<file path="config.mk">
export PLATFORM = sky130hd
export DESIGN_NAME = alarm_buzzer_driver
export DESIGN_NICKNAME = d
export VERILOG_FILES = /design/src/rtl/alarm_buzzer_pkg.sv /design/src/rtl/btn_edge.sv /design/src/rtl/alarm_buzzer_driver.sv
export SDC_FILE = /design/constraint.sdc
export NUM_CORES = 1
export LEC_CHECK = 0
export BUFFER_PORTS_ARGS = -buffer_cell sky130_fd_sc_hd__buf_4
export CAP_MARGIN = 20
export CORE_AREA = 4 4 92 86
export CTS_CLUSTER_SIZE = 10
export DETAILED_ROUTE_END_ITERATION = 16
export DIE_AREA = 0 0 96 90
export PLACE_DENSITY = 0.71
export SYNTH_ARGS = -nofsm -noshare
export SYNTH_HDL_FRONTEND = slang
export SYNTH_SLANG_ARGS = --single-unit
</file>
<file path="constraint.sdc">
create_clock -name clk -period 2.65 [get_ports clk]
set_input_delay 0.1325 -clock clk [delete_from_list [all_inputs] [get_ports clk]]
set_output_delay 0.1325 -clock clk [all_outputs]
set_load 0.03 [all_outputs]
</file>
<file path="src/rtl/alarm_buzzer_pkg.sv">
// alarm_buzzer_pkg: state encoding and default timing for the alarm buzzer driver
package alarm_buzzer_pkg;
    typedef enum logic [1:0] {IDLE = 2'd0, RING = 2'd1, SNOOZE = 2'd2, DONE = 2'd3} state_t;
    localparam int D_MS_DIV      = 50000;
    localparam int D_TONE_HALF   = 12500;
    localparam int D_BEEP_ON_MS  = 200;
    localparam int D_BEEP_OFF_MS = 200;
    localparam int D_RING_MS     = 60000;
    localparam int D_SNOOZE_MS   = 300000;
    localparam int D_MAX_SNOOZE  = 3;
endpackage

</file>
<file path="src/rtl/btn_edge.sv">
// btn_edge: rising-edge pulse from a debounced button level
module btn_edge (
    input  logic clk,
    input  logic reset,
    input  logic btn,
    output logic pulse
);
    logic r_q;
    always_ff @(posedge clk) r_q <= reset ? 1'b0 : btn;
    assign pulse = btn & ~r_q;
endmodule

</file>
<file path="src/rtl/alarm_buzzer_driver.sv">
// alarm_buzzer_driver: beeping piezo tone driver with snooze, stop and ring timeout
module alarm_buzzer_driver
    import alarm_buzzer_pkg::*;
#(
    parameter int MS_DIV      = D_MS_DIV,
    parameter int TONE_HALF   = D_TONE_HALF,
    parameter int BEEP_ON_MS  = D_BEEP_ON_MS,
    parameter int BEEP_OFF_MS = D_BEEP_OFF_MS,
    parameter int RING_MS     = D_RING_MS,
    parameter int SNOOZE_MS   = D_SNOOZE_MS,
    parameter int MAX_SNOOZE  = D_MAX_SNOOZE
) (
    input  logic       clk,
    input  logic       reset,
    input  logic       trig,
    input  logic       snooze_btn,
    input  logic       stop_btn,
    output logic       buzz,
    output logic       ringing,
    output logic       snoozing,
    output logic [2:0] snooze_cnt
);
    localparam int PW = $clog2(MS_DIV);
    localparam int TW = $clog2(TONE_HALF);
    localparam int BW = $clog2(BEEP_ON_MS + BEEP_OFF_MS);
    localparam int RW = $clog2(RING_MS);
    localparam int SW = $clog2(SNOOZE_MS);

    state_t        r_state, w_next;
    logic [PW-1:0] r_pre;
    logic [TW-1:0] r_tone;
    logic [BW-1:0] r_beep;
    logic [RW-1:0] r_ring_ms;
    logic [SW-1:0] r_snz_ms;
    logic          r_tone_q;
    logic          w_snz, w_stop, w_tick, w_chg, w_tone_end, w_beep_end;

    btn_edge u_snz  (.clk(clk), .reset(reset), .btn(snooze_btn), .pulse(w_snz));
    btn_edge u_stop (.clk(clk), .reset(reset), .btn(stop_btn),   .pulse(w_stop));

    assign w_tick     = r_pre == PW'(MS_DIV - 1);
    assign w_chg      = w_next != r_state;
    assign w_tone_end = r_tone == TW'(TONE_HALF - 1);
    assign w_beep_end = r_beep == BW'(BEEP_ON_MS + BEEP_OFF_MS - 1);

    always_comb begin
        w_next   = r_state;
        ringing  = r_state == RING;
        snoozing = r_state == SNOOZE;
        buzz     = (r_state == RING) & (r_beep < BW'(BEEP_ON_MS)) & r_tone_q;
        case (r_state)
            IDLE:   w_next = trig ? RING : IDLE;
            RING:   w_next = w_stop ? DONE
                           : (w_snz && snooze_cnt < 3'(MAX_SNOOZE)) ? SNOOZE
                           : (w_tick && r_ring_ms == RW'(RING_MS - 1)) ? DONE : RING;
            SNOOZE: w_next = w_stop ? DONE
                           : (w_tick && r_snz_ms == SW'(SNOOZE_MS - 1)) ? RING : SNOOZE;
            DONE:   w_next = trig ? DONE : IDLE;
        endcase
    end

    always_ff @(posedge clk) begin
        if (reset) begin
            r_state    <= IDLE;
            r_pre      <= '0;
            r_tone     <= '0;
            r_tone_q   <= 1'b0;
            r_beep     <= '0;
            r_ring_ms  <= '0;
            r_snz_ms   <= '0;
            snooze_cnt <= '0;
        end else begin
            r_state   <= w_next;
            r_pre     <= (w_chg || w_tick) ? '0 : r_pre + 1'b1;
            r_ring_ms <= (w_chg || r_state != RING) ? '0 : r_ring_ms + RW'(w_tick);
            r_snz_ms  <= (w_chg || r_state != SNOOZE) ? '0 : r_snz_ms + SW'(w_tick);
            r_beep    <= (w_chg || r_state != RING || (w_tick && w_beep_end)) ? '0 : r_beep + BW'(w_tick);
            // every RING entry starts audible: tone high, counters from zero
            r_tone    <= (w_chg || r_state != RING || w_tone_end) ? '0 : r_tone + 1'b1;
            r_tone_q  <= w_chg ? (w_next == RING) : (r_state == RING) & (r_tone_q ^ w_tone_end);
            snooze_cnt <= (r_state == RING && w_next == SNOOZE) ? snooze_cnt + 3'd1
                        : (r_state == DONE && w_next == IDLE) ? 3'd0 : snooze_cnt;
        end
    end
endmodule

</file>
==> impl_metrics.toml <==
[worst_hold_path]
whs_path_depth = 3
hp-start = "trig"
hold_path_class = "in -> reg"

[pwr]
irDropWorstVdd_v = 0.0003083
swShare_pct = 24.61
comb_power_share_pct = 5.4
powerDensity_nw_per_um2 = 548.3
switchingPower_uw = 561.5
seqPwrFrac_pct = 55.1
cellInternalPower_uw = 1720
leakage_uw = 0.001330
p_clk_share_pct = 39.5

[worst_setup_path]
cp-end-kind = "register"
start_kind = "register"
critPathKind = "reg -> reg"
cp.arrival_ns = 2.66
critPathSlowestCell = "dfxtp_2"
path_common_cell = "ha_2"
cp-startpoint = "r_pre[0]"
reg2reg_from = "r_pre[0]"
crit_fanout = 4
r2r_cells = 11
crit_chain = "ha_2, nand3_2, nand4b_1, inv_2, ha_2, ha_2, and2_1, nand4_1, nor3_2, xnor2_1, nor2_1"
cpPeakStageDelay_ns = 0.34
required_ns = 2.88

[sta]
slew_viol_final = 0
min_period_ns = 2.425
setup_viol = 0
fmax_mhz = 412.4
tightest_slew_ns = 0.5299
slew_headroom_pct = 64.67
fin_skew_ns = 0.01060
hold_violations = 0
rsz0062_at_grt = "no"
setup_tns_ns = 0
post-route-period-util_pct = 91.49

[synthesis]
synth.top_cells.by_area = "dfxtp_1 44%, xnor2_1 8.0%, nor2_1 7.8%"
synth_area_per_cell_um2 = 8.829
synth_seq_cells = 82
synth_warnings = 0
syn_nets = 436
synth_top_area_share_pct = 43.85
postSynthCellCount = 424
synth_cell_types = 48
synth_ff_type = "dfxtp_1"
ys_seq_area_share_pct = 43.85
yosysTopAreaCell = "dfxtp_1"
async_reset_ff_share_pct = 0
synth_area_um2 = 3744
synth-edff-count = 0

[layout]
final_common_cell = "dfxtp_1"
fin_nets = 454
drive_gt1_share_pct = 10.29
n_fill_cell = 599
layout_common_cells = "81 x dfxtp_1, 77 x nor2_1, 34 x xnor2_1"
antenna_cells = 0
finish.instance_area_um2 = 4160
area_growth_pct = 11.13

[detailed_routing]
drc = 0
drt_wl_total_um = 6909
num_vias = 2870
wl_per_cell_um = 12.79
drtIter0Drc = 127
first_pass_iters = 4
final_antenna_net_count = 0
drt-vias-per-instance = 5.315

[die]
chipHeight_um = 90
fp.dieArea_um2 = 8640
die_w_um = 96
start_util_pct = 54.02
boundaryPins = 11
rows = 29
core-area_um2 = 6930

[placed_design]
gp_congestion = 0.8071
dp_hpwl_um = 4848
place_area_um2 = 3909
io_buffers = 10

[outcome]
status = "finished, final reports clean"

[global_route]
grt_antenna_before_repair = 0
overflow = 0
grt_pass1_vias = 2756
grt_usage_pct = 17.56
grt_max_degree = 17
grt_pass1_wl_um = 12320

[clock_tree]
root_buffer = "clkbuf_8"
clock_sinks = 82
clk_latency_ns = 0.36
clk_pin_slew_worst_paths_ns = 0.09
htreeDepth = 3
clk_path_buf_depth = 2
cts_tree = "done"
numCtsBuffers = 9

[job]
drv_cap = 0
-- power by group through the flow --
stage	clock network (µW)	registers [µW]	logic [µW]
floorplan	0	1280	96.0
global placement	0	1290	118
detailed placement	0	1290	119
CTS	925	1260	123
global route	977	1260	135
finish	901	1260	123
-- final timing paths --
check | slack (ns) | endpoint
worst min register to register | 0.42 | r_pre[0]
worst max-delay path | 0.23 | r_snz_ms[18]
worst max register to register | 0.23 | r_snz_ms[18]
worst min-delay path | 0.12 | r_state[0]
-- area by class of cell --
cell class                      instances  area (µm²)  share of cell area [%]
Multi-Input combinational cell        316        2012                   48.36
Tap cell                               93       116.4                   2.797
Clock buffer                            9       123.9                   2.977
Timing Repair Buffer                   17       135.1                   3.248
Inverter                               16       60.06                   1.444
Sequential cell                        82        1643                   39.49
Clock inverter                          7       70.07                   1.684
-- logic make-up after synthesis --
family | after synthesis | share of synthesized area [%]
flip-flops | 82 | 43.85
buffers and inverters | 26 | 3.108
multiplexers | 1 | 0.2674
XOR/XNOR | 66 | 15.44
AND/OR/NAND/NOR | 217 | 29.91
adder cells (fa/ha/maj) | 7 | 2.339
AO/OA/AOI/OAI | 25 | 5.080
-- timing repair --
action | CTS | global route
setup buffers | 0 | 0
hold endpoints to repair | 3 | 0
gates resized for setup | 0 | 9
setup endpoints to repair | 0 | 3
hold buffers | 3 | 0
-- through the flow --
stage	total power (µW)	utilization (%)	std cells	setup WS, ns	hold slack (ns)
after floorplan	1376	-	424	0.1357	0.2019
after global placement	1403	56.40	521	0.2431	0.3522
after detailed placement	1405	56.40	521	0.1680	0.3583
after CTS	2304	59.63	540	0.1476	0.1003
after global routing	2372	60.03	540	0.008009	0.1386
final	2281	60.03	540	0.2254	0.1209
-- registers in the layout, indices dropped and copies added (netlist names) --
| signal | flops |
|---|---|
| r_snz_ms | 19 |
| u_snz.r_q | 1 |
| r_state | 2 |
| r_beep | 9 |
| snooze_cnt | 3 |
| u_stop.r_q | 1 |
| r_tone | 14 |
| r_ring_ms | 16 |
| r_pre | 16 |
| r_tone_q | 1 |
-- cell usage after synthesis (2+ instances only) --
| cell type | instances |
|---|---|
| dfxtp_1 | 82 |
| nor2_1 | 78 |
| xnor2_1 | 34 |
| xor2_1 | 32 |
| nand3_1 | 25 |
| nand2_1 | 24 |
| nor3_1 | 24 |
| inv_1 | 16 |
| nand4_1 | 11 |
| and3_1 | 10 |
| ha_1 | 7 |
| and2_1 | 6 |
| and4_1 | 5 |
| nand2b_1 | 5 |
| o21ai_0 | 5 |
| or3_1 | 5 |
| clkbuf_1 | 4 |
| nor2b_1 | 4 |
| o211ai_1 | 4 |
| a21oi_1 | 3 |
| buf_2 | 3 |
| nand4b_1 | 3 |
| nor4b_1 | 3 |
| nor4bb_1 | 3 |
| a31oi_1 | 2 |
| and4b_1 | 2 |
| buf_4 | 2 |
| nor4_1 | 2 |
-- worst max-delay path: cells and delay by family, from the launching register on --
kind	cells	cell delay (ns)
buffers and inverters	1	0.11
adder cells (fa/ha/maj)	3	0.59
flip-flops	1	0.34
XOR/XNOR	1	0.14
AND/OR/NAND/NOR	6	1.10
-- metal layers --
metal | part of all wire [%] | GRT usage [%] | wire (µm) | up-vias
met3 | 3.7 | 6.010 | 255 | 9
met5 | 0 | 0 | 0 | -
met1 | 48 | 22.63 | 3324 | 1337
met2 | 47 | 27.60 | 3240 | 37
met4 | 1.3 | 4.976 | 88 | 0
li1 | - | - | - | 1487
Power figures use the tool's default switching activity.
